$ cat src/rtl/rvfi_pkg.sv
// Shared types for the RVFI retire packer.
//   rvfi_rec_t   - one channel's RVFI fields, excluding valid and order
//   rvfi_state_e - packer run state (RUN / DRAIN / HALTED)
//   ORDER_W      - width of the per-channel order stamp
// XLEN / ILEN come from RISCV_FORMAL_XLEN / RISCV_FORMAL_ILEN (default 32).
// NRET defaults to RISCV_FORMAL_NRET (default 1).
`ifndef RISCV_FORMAL_NRET
`define RISCV_FORMAL_NRET 1
`endif
`ifndef RISCV_FORMAL_XLEN
`define RISCV_FORMAL_XLEN 32
`endif
`ifndef RISCV_FORMAL_ILEN
`define RISCV_FORMAL_ILEN 32
`endif

package rvfi_pkg;
  localparam int XLEN    = `RISCV_FORMAL_XLEN;
  localparam int ILEN    = `RISCV_FORMAL_ILEN;
  localparam int MASK_W  = XLEN / 8;
  localparam int ORDER_W = 64;

  typedef enum logic [1:0] {
    RUN    = 2'd0,
    DRAIN  = 2'd1,
    HALTED = 2'd2
  } rvfi_state_e;

  typedef struct packed {
    logic [ILEN-1:0]   insn;
    logic              trap;
    logic              halt;
    logic              intr;
    logic [1:0]        mode;
    logic [1:0]        ixl;
    logic [4:0]        rs1_addr;
    logic [4:0]        rs2_addr;
    logic [4:0]        rd_addr;
    logic [XLEN-1:0]   rs1_rdata;
    logic [XLEN-1:0]   rs2_rdata;
    logic [XLEN-1:0]   rd_wdata;
    logic [XLEN-1:0]   pc_rdata;
    logic [XLEN-1:0]   pc_wdata;
    logic [XLEN-1:0]   mem_addr;
    logic [MASK_W-1:0] mem_rmask;
    logic [MASK_W-1:0] mem_wmask;
    logic [XLEN-1:0]   mem_rdata;
    logic [XLEN-1:0]   mem_wdata;
  } rvfi_rec_t;
endpackage

$ cat src/rtl/rvfi_rec_fifo.sv
// Record FIFO for the RVFI retire packer: one push per cycle, pop of
// 0..NRET entries per cycle, NRET head entries exposed combinationally.
// Ports:
//   clk_i, rst_ni   clock, async active-low reset (clears pointers/count)
//   push_i          write push_rec_i at the tail (caller guarantees space)
//   pop_n_i         number of head entries to drop this cycle (<= count_o)
//   count_o         registered occupancy
//   head_o[i]       entry i positions from the head (valid for i < count_o)
module rvfi_rec_fifo
  import rvfi_pkg::*;
#(
  parameter  int DEPTH = 4,
  parameter  int NRET  = 1,
  localparam int AW    = (DEPTH > 1) ? $clog2(DEPTH) : 1,
  localparam int CW    = $clog2(DEPTH + 1),
  localparam int PW    = $clog2(NRET + 1)
) (
  input  logic                 clk_i,
  input  logic                 rst_ni,
  input  logic                 push_i,
  input  rvfi_rec_t            push_rec_i,
  input  logic [PW-1:0]        pop_n_i,
  output logic [CW-1:0]        count_o,
  output rvfi_rec_t [NRET-1:0] head_o
);
  // DEPTH is a power of two, so masking the pointer sum gives the wrap.
  localparam logic [AW-1:0] PTR_MASK = AW'(DEPTH - 1);

  rvfi_rec_t     mem_q [DEPTH];
  logic [AW-1:0] wr_ptr_q, rd_ptr_q;
  logic [CW-1:0] count_q;

  always_ff @(posedge clk_i or negedge rst_ni) begin
    if (!rst_ni) begin
      wr_ptr_q <= '0;
      rd_ptr_q <= '0;
      count_q  <= '0;
    end else begin
      if (push_i) wr_ptr_q <= (wr_ptr_q + AW'(1)) & PTR_MASK;
      rd_ptr_q <= (rd_ptr_q + AW'(pop_n_i)) & PTR_MASK;
      count_q  <= count_q + CW'(push_i) - CW'(pop_n_i);
    end
  end

  // Storage is not reset: occupancy is what defines valid contents.
  always_ff @(posedge clk_i) begin
    if (push_i) mem_q[wr_ptr_q] <= push_rec_i;
  end

  always_comb begin
    for (int i = 0; i < NRET; i++) begin
      head_o[i] = mem_q[(rd_ptr_q + AW'(i)) & PTR_MASK];
    end
  end

  assign count_o = count_q;
endmodule

$ cat src/rtl/rvfi_retire_packer.sv
// RVFI retire packer: accepts one retired-instruction record per cycle
// (valid/ready), queues it, stamps a monotonic 64-bit order at emission and
// drives up to NRET records per cycle onto channel-packed rvfi_* outputs
// (channel c at [c*W +: W]). Valid channels are always 0..k-1; idle
// channels read all-zero.
// Ports:
//   clock, reset_n         clock, async active-low reset
//   in_valid / in_ready    record handshake; in_ready also needs reset_n high
//   in_*                   record fields
//   rvfi_*                 registered, NRET-channel RVFI output set
//   halted                 halt record emitted and queue empty
// Build option: RVFI_PACKER_X0_MASK_EN forces rvfi_rd_wdata to 0 for
// records with rd_addr == 0; otherwise rd_wdata passes through.
`ifndef RISCV_FORMAL_NRET
`define RISCV_FORMAL_NRET 1
`endif
module rvfi_retire_packer
  import rvfi_pkg::*;
#(
  parameter int NRET  = `RISCV_FORMAL_NRET,
  parameter int DEPTH = 4
) (
  input  logic                      clock,
  input  logic                      reset_n,
  input  logic                      in_valid,
  output logic                      in_ready,
  input  logic                      in_trap,
  input  logic                      in_halt,
  input  logic                      in_intr,
  input  logic [1:0]                in_mode,
  input  logic [1:0]                in_ixl,
  input  logic [ILEN-1:0]           in_instruction,
  input  logic [4:0]                in_rs1_addr,
  input  logic [4:0]                in_rs2_addr,
  input  logic [4:0]                in_rd_addr,
  input  logic [XLEN-1:0]           in_rs1_rdata,
  input  logic [XLEN-1:0]           in_rs2_rdata,
  input  logic [XLEN-1:0]           in_rd_wdata,
  input  logic [XLEN-1:0]           in_pc_rdata,
  input  logic [XLEN-1:0]           in_pc_wdata,
  input  logic [XLEN-1:0]           in_mem_addr,
  input  logic [MASK_W-1:0]         in_mem_rmask,
  input  logic [MASK_W-1:0]         in_mem_wmask,
  input  logic [XLEN-1:0]           in_mem_rdata,
  input  logic [XLEN-1:0]           in_mem_wdata,
  output logic [NRET-1:0]           rvfi_valid,
  output logic [NRET*ORDER_W-1:0]   rvfi_order,
  output logic [NRET*ILEN-1:0]      rvfi_insn,
  output logic [NRET-1:0]           rvfi_trap,
  output logic [NRET-1:0]           rvfi_halt,
  output logic [NRET-1:0]           rvfi_intr,
  output logic [NRET*2-1:0]         rvfi_mode,
  output logic [NRET*2-1:0]         rvfi_ixl,
  output logic [NRET*5-1:0]         rvfi_rs1_addr,
  output logic [NRET*5-1:0]         rvfi_rs2_addr,
  output logic [NRET*XLEN-1:0]      rvfi_rs1_rdata,
  output logic [NRET*XLEN-1:0]      rvfi_rs2_rdata,
  output logic [NRET*5-1:0]         rvfi_rd_addr,
  output logic [NRET*XLEN-1:0]      rvfi_rd_wdata,
  output logic [NRET*XLEN-1:0]      rvfi_pc_rdata,
  output logic [NRET*XLEN-1:0]      rvfi_pc_wdata,
  output logic [NRET*XLEN-1:0]      rvfi_mem_addr,
  output logic [NRET*MASK_W-1:0]    rvfi_mem_rmask,
  output logic [NRET*MASK_W-1:0]    rvfi_mem_wmask,
  output logic [NRET*XLEN-1:0]      rvfi_mem_rdata,
  output logic [NRET*XLEN-1:0]      rvfi_mem_wdata,
  output logic                      halted
);
  localparam int CW = $clog2(DEPTH + 1);
  localparam int PW = $clog2(NRET + 1);

  rvfi_rec_t                       in_rec;
  logic                            push;
  logic [CW-1:0]                   count;
  logic [PW-1:0]                   pop_n;
  rvfi_rec_t [NRET-1:0]            head;

  rvfi_state_e                     state_q, state_d;
  logic [ORDER_W-1:0]              order_cnt_q, order_cnt_d;
  logic [NRET-1:0]                 valid_q, valid_d;
  logic [NRET-1:0][ORDER_W-1:0]    order_q, order_d;
  rvfi_rec_t [NRET-1:0]            rec_q, rec_d;

  always_comb begin
    in_rec           = '0;
    in_rec.insn      = in_instruction;
    in_rec.trap      = in_trap;
    in_rec.halt      = in_halt;
    in_rec.intr      = in_intr;
    in_rec.mode      = in_mode;
    in_rec.ixl       = in_ixl;
    in_rec.rs1_addr  = in_rs1_addr;
    in_rec.rs2_addr  = in_rs2_addr;
    in_rec.rd_addr   = in_rd_addr;
    in_rec.rs1_rdata = in_rs1_rdata;
    in_rec.rs2_rdata = in_rs2_rdata;
    in_rec.rd_wdata  = in_rd_wdata;
    in_rec.pc_rdata  = in_pc_rdata;
    in_rec.pc_wdata  = in_pc_wdata;
    in_rec.mem_addr  = in_mem_addr;
    in_rec.mem_rmask = in_mem_rmask;
    in_rec.mem_wmask = in_mem_wmask;
    in_rec.mem_rdata = in_mem_rdata;
    in_rec.mem_wdata = in_mem_wdata;
  end

  // Credit comes only from the registered count: a pop in the same cycle
  // does not free a slot, so a full queue stalls one cycle while draining.
  assign in_ready = reset_n && (state_q == RUN) && (count < CW'(DEPTH));
  assign push     = in_valid && in_ready;

  // k = min(count, NRET)
  assign pop_n = (count > CW'(NRET)) ? PW'(NRET) : PW'(count);

  rvfi_rec_fifo #(.DEPTH(DEPTH), .NRET(NRET)) u_fifo (
    .clk_i      (clock),
    .rst_ni     (reset_n),
    .push_i     (push),
    .push_rec_i (in_rec),
    .pop_n_i    (pop_n),
    .count_o    (count),
    .head_o     (head)
  );

  // Halt record is always the last one queued (in_ready drops on accept),
  // so an empty queue in DRAIN means it has already been emitted.
  always_comb begin
    state_d = state_q;
    unique case (state_q)
      RUN:     if (push && in_rec.halt) state_d = DRAIN;
      DRAIN:   if (count == '0) state_d = HALTED;
      default: ;
    endcase
  end

  always_comb begin
    valid_d     = '0;
    order_d     = '0;
    rec_d       = '0;
    order_cnt_d = order_cnt_q + ORDER_W'(pop_n);
    for (int c = 0; c < NRET; c++) begin
      if (c < int'(pop_n)) begin
        valid_d[c] = 1'b1;
        order_d[c] = order_cnt_q + ORDER_W'(c);
        rec_d[c]   = head[c];
`ifdef RVFI_PACKER_X0_MASK_EN
        if (head[c].rd_addr == 5'd0) rec_d[c].rd_wdata = '0;
`endif
      end
    end
  end

  always_ff @(posedge clock or negedge reset_n) begin
    if (!reset_n) begin
      state_q     <= RUN;
      order_cnt_q <= '0;
      valid_q     <= '0;
      order_q     <= '0;
      rec_q       <= '0;
    end else begin
      state_q     <= state_d;
      order_cnt_q <= order_cnt_d;
      valid_q     <= valid_d;
      order_q     <= order_d;
      rec_q       <= rec_d;
    end
  end

  for (genvar c = 0; c < NRET; c++) begin : g_ch
    assign rvfi_valid[c]                        = valid_q[c];
    assign rvfi_order[c*ORDER_W +: ORDER_W]     = order_q[c];
    assign rvfi_insn[c*ILEN +: ILEN]            = rec_q[c].insn;
    assign rvfi_trap[c]                         = rec_q[c].trap;
    assign rvfi_halt[c]                         = rec_q[c].halt;
    assign rvfi_intr[c]                         = rec_q[c].intr;
    assign rvfi_mode[c*2 +: 2]                  = rec_q[c].mode;
    assign rvfi_ixl[c*2 +: 2]                   = rec_q[c].ixl;
    assign rvfi_rs1_addr[c*5 +: 5]              = rec_q[c].rs1_addr;
    assign rvfi_rs2_addr[c*5 +: 5]              = rec_q[c].rs2_addr;
    assign rvfi_rd_addr[c*5 +: 5]               = rec_q[c].rd_addr;
    assign rvfi_rs1_rdata[c*XLEN +: XLEN]       = rec_q[c].rs1_rdata;
    assign rvfi_rs2_rdata[c*XLEN +: XLEN]       = rec_q[c].rs2_rdata;
    assign rvfi_rd_wdata[c*XLEN +: XLEN]        = rec_q[c].rd_wdata;
    assign rvfi_pc_rdata[c*XLEN +: XLEN]        = rec_q[c].pc_rdata;
    assign rvfi_pc_wdata[c*XLEN +: XLEN]        = rec_q[c].pc_wdata;
    assign rvfi_mem_addr[c*XLEN +: XLEN]        = rec_q[c].mem_addr;
    assign rvfi_mem_rmask[c*MASK_W +: MASK_W]   = rec_q[c].mem_rmask;
    assign rvfi_mem_wmask[c*MASK_W +: MASK_W]   = rec_q[c].mem_wmask;
    assign rvfi_mem_rdata[c*XLEN +: XLEN]       = rec_q[c].mem_rdata;
    assign rvfi_mem_wdata[c*XLEN +: XLEN]       = rec_q[c].mem_wdata;
  end

  assign halted = (state_q == HALTED);
endmodule

$ cat config.mk
export PLATFORM = sky130hd
export DESIGN_NAME = rvfi_retire_packer
export DESIGN_NICKNAME = d
export VERILOG_FILES = /design/src/rtl/rvfi_pkg.sv /design/src/rtl/rvfi_rec_fifo.sv /design/src/rtl/rvfi_retire_packer.sv
export SDC_FILE = /design/constraint.sdc
export NUM_CORES = 1
export LEC_CHECK = 0
export ABC_AREA = 0
export CORE_MARGIN = 2
export CORE_UTILIZATION = 30
export CTS_BUF_LIST = sky130_fd_sc_hd__clkbuf_4 sky130_fd_sc_hd__clkbuf_8 sky130_fd_sc_hd__clkbuf_16
export CTS_CLUSTER_DIAMETER = 80
export DETAILED_ROUTE_END_ITERATION = 16
export GPL_TIMING_DRIVEN = 1
export PLACE_DENSITY_LB_ADDON = 0.12
export SETUP_SLACK_MARGIN = 0.4
export SLEW_MARGIN = 20
export SYNTH_ARGS = -nofsm -noshare
export SYNTH_HDL_FRONTEND = slang
export SYNTH_SLANG_ARGS = --single-unit
$ cat constraint.sdc
create_clock -name clock -period 8.9 [get_ports clock]
set_input_delay 1.78 -clock clock [delete_from_list [all_inputs] [get_ports clock]]
set_output_delay 1.78 -clock clock [all_outputs]
set_load 0.02 [all_outputs]
After elaboration in Yosys (flattened, before gate mapping). Memory sizes are Yosys's and may differ from the RTL's. Cells that the tools add are included.

Flip-flop bits (word level): 456. Bits in latches: 0. Bits in writable memories: 1272. ROM bits: 0. Input port bits: 321. Output and inout bits: 385. Logic and storage cells: 56. Memories: 1.

Add/sub/neg operators: 5. $mul: 0. Divide/modulo/power cells: 0. Order comparisons: 3. Equal/unequal tests: 4. Shifts and indexed selects: 0. Mux-type cells: 9. Bitwise operators: 0. Reductions and logical operators: 8.

Memory list: u_fifo.mem_q (depth 4, width 318, rd ports 1, clocked after memory_dff 0, write ports 1, line rvfi_rec_fifo.sv:29) `rvfi_rec_t mem_q [DEPTH];`.

Operator list (number): 318-bit two-way mux (1); 64-bit by 1-bit adder with 64-bit output (1); 64-bit two-way mux (1); 1-bit logical AND (4); 1-bit two-way mux (4); 2-bit two-way mux (2); 2-bit case mux with 2 select lines (1); 3-bit by 1-bit adder with 3-bit output (1); 3-bit by 1-bit greater-than comparator with 1-bit output (second input constant) (1); 3-bit logical NOT (1); 3-bit less-than comparator (second input constant) (1); 3-bit AND reduction (1); 3-bit by 1-bit subtractor with 3-bit output (1); 2-bit by 1-bit adder with 2-bit output (1); 2-bit by 1-bit adder with 2-bit output (second input constant) (1); 2-bit by 1-bit == test with 1-bit output (second input constant) (1); 2-bit == test (second input constant) (1); 2-bit logical NOT (1); 2-bit by 1-bit inequality test with 1-bit output (second input constant) (1); 2-bit inequality test (second input constant) (1); 2-bit nonzero test (1); 1-bit less-than comparator (first input constant) (1).

Logic depth before layout (Yosys ltp). Gate-level depths: netlist (run 1).

Depth in word-level cells: 7. Depth in mapped cells: 12. Depth with buffers taken out: 11.

Cells and area by module. From an unflattened synthesis (run 1), not the netlist that was laid out.

Cell total of the unflattened synthesis: 2776. Area, all modules: 61283.8 µm².

Modules (own cells, without submodules): rvfi_rec_fifo (times used 1, cells an instance 1690, area each 46135.5 µm², seq. area each 38371.8 µm²); rvfi_retire_packer (times used 1, cells an instance 1086, area each 15148.3 µm², seq. area each 11235.8 µm²).

Least setup slack after synthesis (run 1). Ideal clock, no wire load.

Path kind: input -> register. From: input reset_n. To: memory u_fifo.mem_q[0][0] (netlist bit) (enable). Library setup time: 0.724 ns. Arrival time: 10.162 ns. Data required time: 8.176 ns. Slack: -1.986 ns. Stages: 2. Buffers on the path: 0. Path through: nor4b_1 -> and3_1.

Cells in the longest elaborated chain, start to end: 5.

Ends and longest elaborated chain: start: declaration (line rvfi_retire_packer.sv:24) `input logic reset_n,`; 1-bit logical AND (2 in series) (line rvfi_retire_packer.sv:109) `assign in_ready = reset_n && (state_q == RUN) && (count < CW'(DEPTH));`; 1-bit logical AND (line rvfi_retire_packer.sv:110) `assign push = in_valid && in_ready;`; 1-bit two-way mux (line rvfi_rec_fifo.sv:47) `if (push_i) mem_q[wr_ptr_q] <= push_rec_i;`; 1-bit two-way mux (not written as such) (line rvfi_rec_fifo.sv:47); end: declaration (line rvfi_rec_fifo.sv:29).

No other way between the ends.

Final worst setup path (run 1).
From: input reset_n. To: output in_ready.

Cells in the longest elaborated chain, start to end: 2.

Ends and longest elaborated chain: 1-bit logical AND (2 in series) (line rvfi_retire_packer.sv:109); end: declaration (line rvfi_retire_packer.sv:26) `output logic in_ready,`.

No other way between the ends.

==> impl_metrics.json, run 1 <==
{
  "run_status": "complete, no violations",
  "area.growth.synth_to_final_pct": 27.9,
  "slew_viol_final": 0,
  "ctsHtreeMaxLevel": 4,
  "crit_path_start_kind": "input pin",
  "total_routing_usage_reported_by_global_routing_pct": 14.7,
  "min_from": "order_cnt_q[63]",
  "start_util_pct": 30.2,
  "layout.cell_area.non_filler_mm2": 0.0783,
  "drc": 0,
  "hold_bufs_inserted_after_cts": 0,
  "hold_viol": 0,
  "crit_arrival_ps": 3970,
  "postLayoutSetupSlackWorst_ps": 3150,
  "io_pins": 706,
  "critical_path_class": "input pin to output pin",
  "min_period_ps": 5750,
  "post-synth-top-area-cell": "edfxtp_1",
  "drt_wl_total_um": 154000,
  "timing.reg2reg.worst_path_depth": 11,
  "synth.avg_cell_area_um2": 22.0,
  "globalplace.congestion": 0.708,
  "wl_met1_um": 61800,
  "clock_tree.buffer_depth": 3,
  "worstMarginPinSlew_ps": 1160,
  "ys_dominant_reg_cell": "edfxtp_1",
  "mappedNetlistNets": 3117,
  "post_cts_resize_count": 0,
  "filler_cell_count": 18505,
  "nets": 3943,
  "dpl-instance-area_mm2": 0.0717,
  "clkSlewWorstSetupHoldPaths_ps": 50,
  "cts_made_buffers": 192,
  "gate_count_post_synth": 2785,
  "worst_ep_required_time_ps": 7120,
  "power_frac_comb_pct": 26.2,
  "routed-via-count": 28717,
  "ir_drop_v": 0.000248,
  "finClkSkew_ps": 30.1,
  "power_switching_mw": 6.99,
  "maxSlewHeadroom_pct": 21.3,
  "hold_depth": 1,
  "timing.critical_path.slowest_stage_cell": "nor4b_1",
  "met2RoutedLength_um": 79000,
  "whs_endpoint": "order_cnt_q[63]",
  "route.met3.wl_um": 7440,
  "synthTopCellsByArea": "edfxtp_1 62%, dfrtp_1 19%, mux4_2 12%, and2_1 3.9%, xnor2_1 0.54%",
  "insertion_delay_ps": 830,
  "tritoncts": "done",
  "crit_buf_inv": 2,
  "pre_cts_setup_slack_ps": 3210,
  "place_inst": 6089,
  "synth-seq-cells": 1728,
  "fin_cells": 6461,
  "post_route_cells_drive_above_1_share_pct": 19.2,
  "highest-signal-layer": "met5",
  "critical_path.max_stage_delay_ps": 990,
  "die-height_um": 456,
  "sw_frac_of_total_pct": 28.5,
  "grt-ovfl-total": 0,
  "yosysWarningCount": 0,
  "cp_max_fo": 63,
  "pwr-share-clk_pct": 32.9,
  "number_of_enable_flip_flop_cells_after_synthesis": 1272,
  "powerDensity_mw_per_mm2": 313,
  "postRouteAntennaNets": 0,
  "violation_count_after_the_first_detailed_route_iteration": 1651,
  "setup-violations-final": 0,
  "rr_endpoint": "order_cnt_q[56]",
  "detail_route.vias_per_cell": 4.44,
  "synthArstFlopShare_pct": 26.4,
  "intPower_mw": 17.5,
  "ff_latch_area_mm2": 0.0496,
  "combined_area_of_the_multi_input_logic_cells_mm2": 0.0112,
  "grt_max_degree": 122,
  "detail_route.first_pass.iterations": 5,
  "die_x_um": 456,
  "holdCritPathClass": "flop to flop",
  "hpwlAfterDp_um": 93100,
  "avgRoutedWirePerCell_um": 23.8,
  "maxCapViolations": 0,
  "coreArea_mm2": 0.203,
  "clock.fmax_mhz": 174,
  "reg2reg_setup_slack_ps": 5290,
  "first_global_vias": 30892,
  "setup-tns-final_ps": 0,
  "yosysTopAreaCellShare_pct": 62.4,
  "std_cell_rows": 165,
  "period_share_pct": 64.6,
  "yosysSeqAreaShare_pct": 81.0,
  "netlist_area_mm2": 0.0613,
  "unrepaired_setup_endpoints_after_global_routing": "false",
  "die_area_mm2": 0.208,
  "clkSinkCount": 1728,
  "io_buffers": 705,
  "antenna_found_initial": 58,
  "timing.critical_path.to_type": "output pin",
  "synth_cell_type_count": 40,
  "crit-reg2reg-launch": "u_fifo.count_o[1]",
  "p_seq_share_pct": 41.0,
  "grt_pass1_wl_um": 224000,
  "critical_path.cell_chain": "buf_8 > nor4b_1 > clkdlybuf4s50_1",
  "leakage_power_nw": 27.0,
  "worst_path_dominant_cell_family": "buffers and inverters",
  "post_cts_buffers": 0,
  "clk_root_buffer_cell": "clkbuf_16"
}
[routing by layer]
| layer | vias up | GRT usage, % |
|---|---|---|
| met5 | - | 0 |
| met4 | 36 | 6.10 |
| met3 | 297 | 3.70 |
| met2 | 690 | 25.0 |
| met1 | 15156 | 17.9 |
| li1 | 12538 | - |
[registers in the layout, summed over array words and instances (netlist names), 4 cells and up]
name	count
rvfi_rs2_rdata	32
rvfi_mem_wmask	4
order_cnt_q	64
rvfi_mem_wdata	32
rvfi_order	64
rvfi_insn	32
rvfi_mem_addr	32
rvfi_rs2_addr	5
rvfi_rd_wdata	32
u_fifo.mem_q	1272
rvfi_mem_rmask	4
rvfi_mem_rdata	32
rvfi_rs1_rdata	32
rvfi_pc_rdata	32
rvfi_rd_addr	5
rvfi_rs1_addr	5
rvfi_pc_wdata	32
[metrics by stage]
stage	power (mW)	hold slack [ps]	utilization (%)
CTS	25.0	462	38.7
detailed placement	16.8	450	35.4
finish	24.5	460	38.7
global route	25.6	488	38.7
floorplan	13.7	434	-
global placement	16.8	453	35.4
[worst max-delay path by stage]
stage	end	slack (ps)	from	depth (start not counted)
2_1_floorplan	u_fifo.mem_q[0][0]	1670	reset_n	2
3_3_place_gp	in_ready	3220	reset_n	3
3_5_place_dp	in_ready	3210	reset_n	3
4_1_cts	in_ready	3200	reset_n	3
5_1_grt	in_ready	3050	reset_n	3
6_report	in_ready	3150	reset_n	3
[cell usage after synthesis, types with 3 or more instances]
cell and number:
nand3_1 22, buf_1 17, nor2_1 29, and3_1 11
xnor2_1 38, nand2_1 31, xor2_1 26, edfxtp_1 1272
clkbuf_1 63, ha_1 10, nand4_1 26, dfrtp_1 456
nor4_1 5, inv_1 8, nor3_1 11, buf_2 32
and2_1 379, buf_4 3, mux4_2 318
[area by class of cell]
type                       instances  area share [%]
antenna                           14          0.0447
clock buffer                     281            7.28
clock inverter                    77            1.17
inverter                           9          0.0527
multi-input combinational        933            14.2
sequential                      1728            63.3
tap                             2672            4.27
timing repair buffer             747            9.61
[cells in the final DEF (no fill, tap or decap), types with 4 or more instances in the layout]
cell and count:
nand4_1 26, clkbuf_4 60, xor2_1 26, diode_2 14
buf_12 12, clkinv_1 13, inv_8 4, clkdlybuf4s50_1 704
buf_4 30, clkbuf_16 196, bufinv_16 12, inv_6 4
clkinv_8 5, clkbuf_8 25, edfxtp_1 1272, dfrtp_1 454
and3_4 4, and2_1 379, xnor2_1 38, nand2_1 31
clkinvlp_4 5, nor2_1 29, and3_1 7, clkinv_16 5
mux4_2 318, clkinv_2 27, ha_1 10, nor4_1 5
nand3_1 22, nor3_1 11, inv_1 8
[power by group through the flow]
stage / logic (mW) / clock network (mW) / registers, mW
floorplan: 2.79 / 0 / 10.9
global placement: 6.61 / 0 / 10.2
detailed placement: 6.60 / 0 / 10.2
CTS: 6.62 / 8.33 / 10.1
global route: 6.86 / 8.65 / 10.1
finish: 6.42 / 8.06 / 10.0
[logic make-up (layout without fill, tap and decap cells)]
logic type | Yosys count | in the layout | synth area share, %
muxes | 318 | 318 | 11.7
DFF | 1728 | 1728 | 81.0
adders and majority gates | 11 | 11 | 0.237
and+or+nand+nor | 536 | 536 | 5.29
buffers and inverters | 124 | 1114 | 0.844
AOI/OAI and AO/OA | 4 | 4 | 0.0429
other | 0 | 14 | 0
xor gates and xnor gates | 64 | 64 | 0.915
No activity file was read; power rests on OpenSTA's default activity.
==> run 2, diff against run 1 <==
- clock period: 8.9 -> 5.05 ns (I/O delays scaled with it)
==> run 2 against run 1 <==
  * Die area is the same
  * Core utilization is 0.28 points higher
  * First-iteration DRC count increased by 0.67%
==> impl_metrics.json, run 2 (same netlist as run 1, synthesis figures left out) <==
{
  "violation_count_after_the_first_detailed_route_iteration": 1662,
  "reg2reg_setup_slack_ps": 1640,
  "first_global_vias": 31334,
  "worst_ep_required_time_ps": 4040,
  "post_route_cells_drive_above_1_share_pct": 20.1,
  "maxCapViolations": 0,
  "clock.fmax_mhz": 223,
  "critical_path.max_stage_delay_ps": 830,
  "drt_wl_total_um": 158000,
  "clkSinkCount": 1728,
  "timing.critical_path.slowest_stage_cell": "nor4b_2",
  "worst_path_dominant_cell_family": "buffers and inverters",
  "avgRoutedWirePerCell_um": 24.3,
  "setup-tns-final_ps": 0,
  "run_status": "complete, no violations",
  "std_cell_rows": 165,
  "holdCritPathClass": "flop to flop",
  "io_buffers": 705,
  "most_frequent_cells_in_the_layout": "1272 x edfxtp_1, 704 x clkdlybuf4s50_1, 454 x dfrtp_1",
  "place_inst": 6130,
  "grt_max_degree": 145,
  "critical_path_class": "input pin to output pin",
  "die-height_um": 456,
  "total_power_mw": 43.3,
  "postLayoutSetupSlackWorst_ps": 565,
  "finClkSkew_ps": 33.4,
  "period_share_pct": 88.8,
  "crit_path_start_kind": "input pin",
  "timing.critical_path.to_type": "output pin",
  "critical_path.cell_chain": "dlygate4sd3_1 > buf_8 > nor4b_2 > clkdlybuf4s50_1",
  "grt-ovfl-total": 0,
  "filler_cell_count": 18414,
  "die_x_um": 456,
  "routed-via-count": 28893,
  "total_routing_usage_reported_by_global_routing_pct": 15.1,
  "largest_register_ffs": 1272,
  "cts_made_buffers": 191,
  "utilization_pct": 39.0,
  "crit_buf_inv": 3,
  "slew_viol_final": 0,
  "drc": 0,
  "unrepaired_setup_endpoints_after_global_routing": "false",
  "die_area_mm2": 0.208,
  "antenna_found_initial": 41,
  "insertion_delay_ps": 830,
  "min_from": "order_cnt_q[0]",
  "ctsHtreeMaxLevel": 4,
  "grt.met1_usage_pct": 18.6,
  "powerDensity_mw_per_mm2": 549,
  "cp_max_fo": 37,
  "crit-reg2reg-launch": "u_fifo.count_o[1]",
  "globalplace.congestion": 0.744,
  "maxSlewHeadroom_pct": 32.9,
  "leakage_power_nw": 27.3,
  "hold_depth": 1,
  "start_util_pct": 30.2,
  "timing.reg2reg.worst_path_depth": 11,
  "fin_cells": 6505,
  "globalRouteMet2Util_pct": 26.0,
  "worstMarginPinSlew_ps": 1010,
  "io_pins": 706,
  "post_cts_resize_count": 0,
  "nets": 3984,
  "area.growth.synth_to_final_pct": 28.8,
  "pre_cts_setup_slack_ps": 1180,
  "detail_route.vias_per_cell": 4.44,
  "crit_arrival_ps": 3470,
  "clkSlewWorstSetupHoldPaths_ps": 60,
  "hold_bufs_inserted_after_cts": 1,
  "setup-violations-final": 0,
  "min_period_ps": 4480,
  "layout_commonest_cell": "edfxtp_1",
  "detail_route.first_pass.iterations": 4,
  "grt.busiest_layer": "met2",
  "clock_tree.buffer_depth": 3,
  "clk_root_buffer_cell": "clkbuf_16",
  "whs_endpoint": "order_cnt_q[0]",
  "registers.top_by_ff_count": "u_fifo.mem_q",
  "grt_pass1_wl_um": 230000,
  "coreArea_mm2": 0.203,
  "post_cts_buffers": 0,
  "postRouteAntennaNets": 0,
  "globalRouteMet3Util_pct": 3.83,
  "ir_drop_v": 0.000321,
  "hpwlAfterDp_um": 101000,
  "hold_viol": 0,
  "tritoncts": "done",
  "rr_endpoint": "order_cnt_q[58]"
}
run 2: cell count changes in the layout (fill, tap and decap cells not counted), sizes merged:
cell / delta
dlygate4sd3: +1
clkinvlp: +1
buf: +41
clkinv: +2
clkbuf: -8
bufinv: +4
inv: +3
run 2: metal layers:
layer	routed length, µm	vias up	share of wire (%)
li1	-	12632	-
met1	64400	15342	41
met2	81800	636	52
met3	7620	257	4.8
met4	4160	26	2.6
met5	168	-	0.11
run 2: cell type report:
| class | count | area, µm² | area share, % |
|---|---|---|---|
| sequential | 1728 | 49600 | 62.9 |
| multi-input combinational | 933 | 11200 | 14.1 |
| timing repair buffer | 789 | 8170 | 10.4 |
| clock buffer | 273 | 5570 | 7.06 |
| tap | 2672 | 3340 | 4.24 |
| clock inverter | 87 | 972 | 1.23 |
| inverter | 9 | 41.3 | 0.0523 |
| antenna | 14 | 35.0 | 0.0444 |
run 2: worst max-delay path by stage:
| stage | start | to | slack (ps) | cells past startpoint |
|---|---|---|---|---|
| 3_5_place_dp | reset_n | in_ready | 1180 | 3 |
| 3_3_place_gp | reset_n | in_ready | 1170 | 3 |
| 6_report | reset_n | in_ready | 570 | 4 |
| 4_1_cts | reset_n | in_ready | 570 | 4 |
| 2_1_floorplan | reset_n | u_fifo.mem_q[1][0] | 520 | 2 |
| 5_1_grt | reset_n | in_ready | 420 | 4 |
run 2: where the power goes:
group	leakage (nW)	switching (mW)	internal, mW
sequential	17.1	1.02	16.8
combinational	6.88	5.67	5.64
clock	3.29	5.65	8.53
run 2: stage by stage:
stage	area, µm²	hold slack [ps]
final	78900	470
after global routing	78900	488
after CTS	78900	474
after detailed placement	72300	460
after global placement	72300	453
after floorplan	61300	434
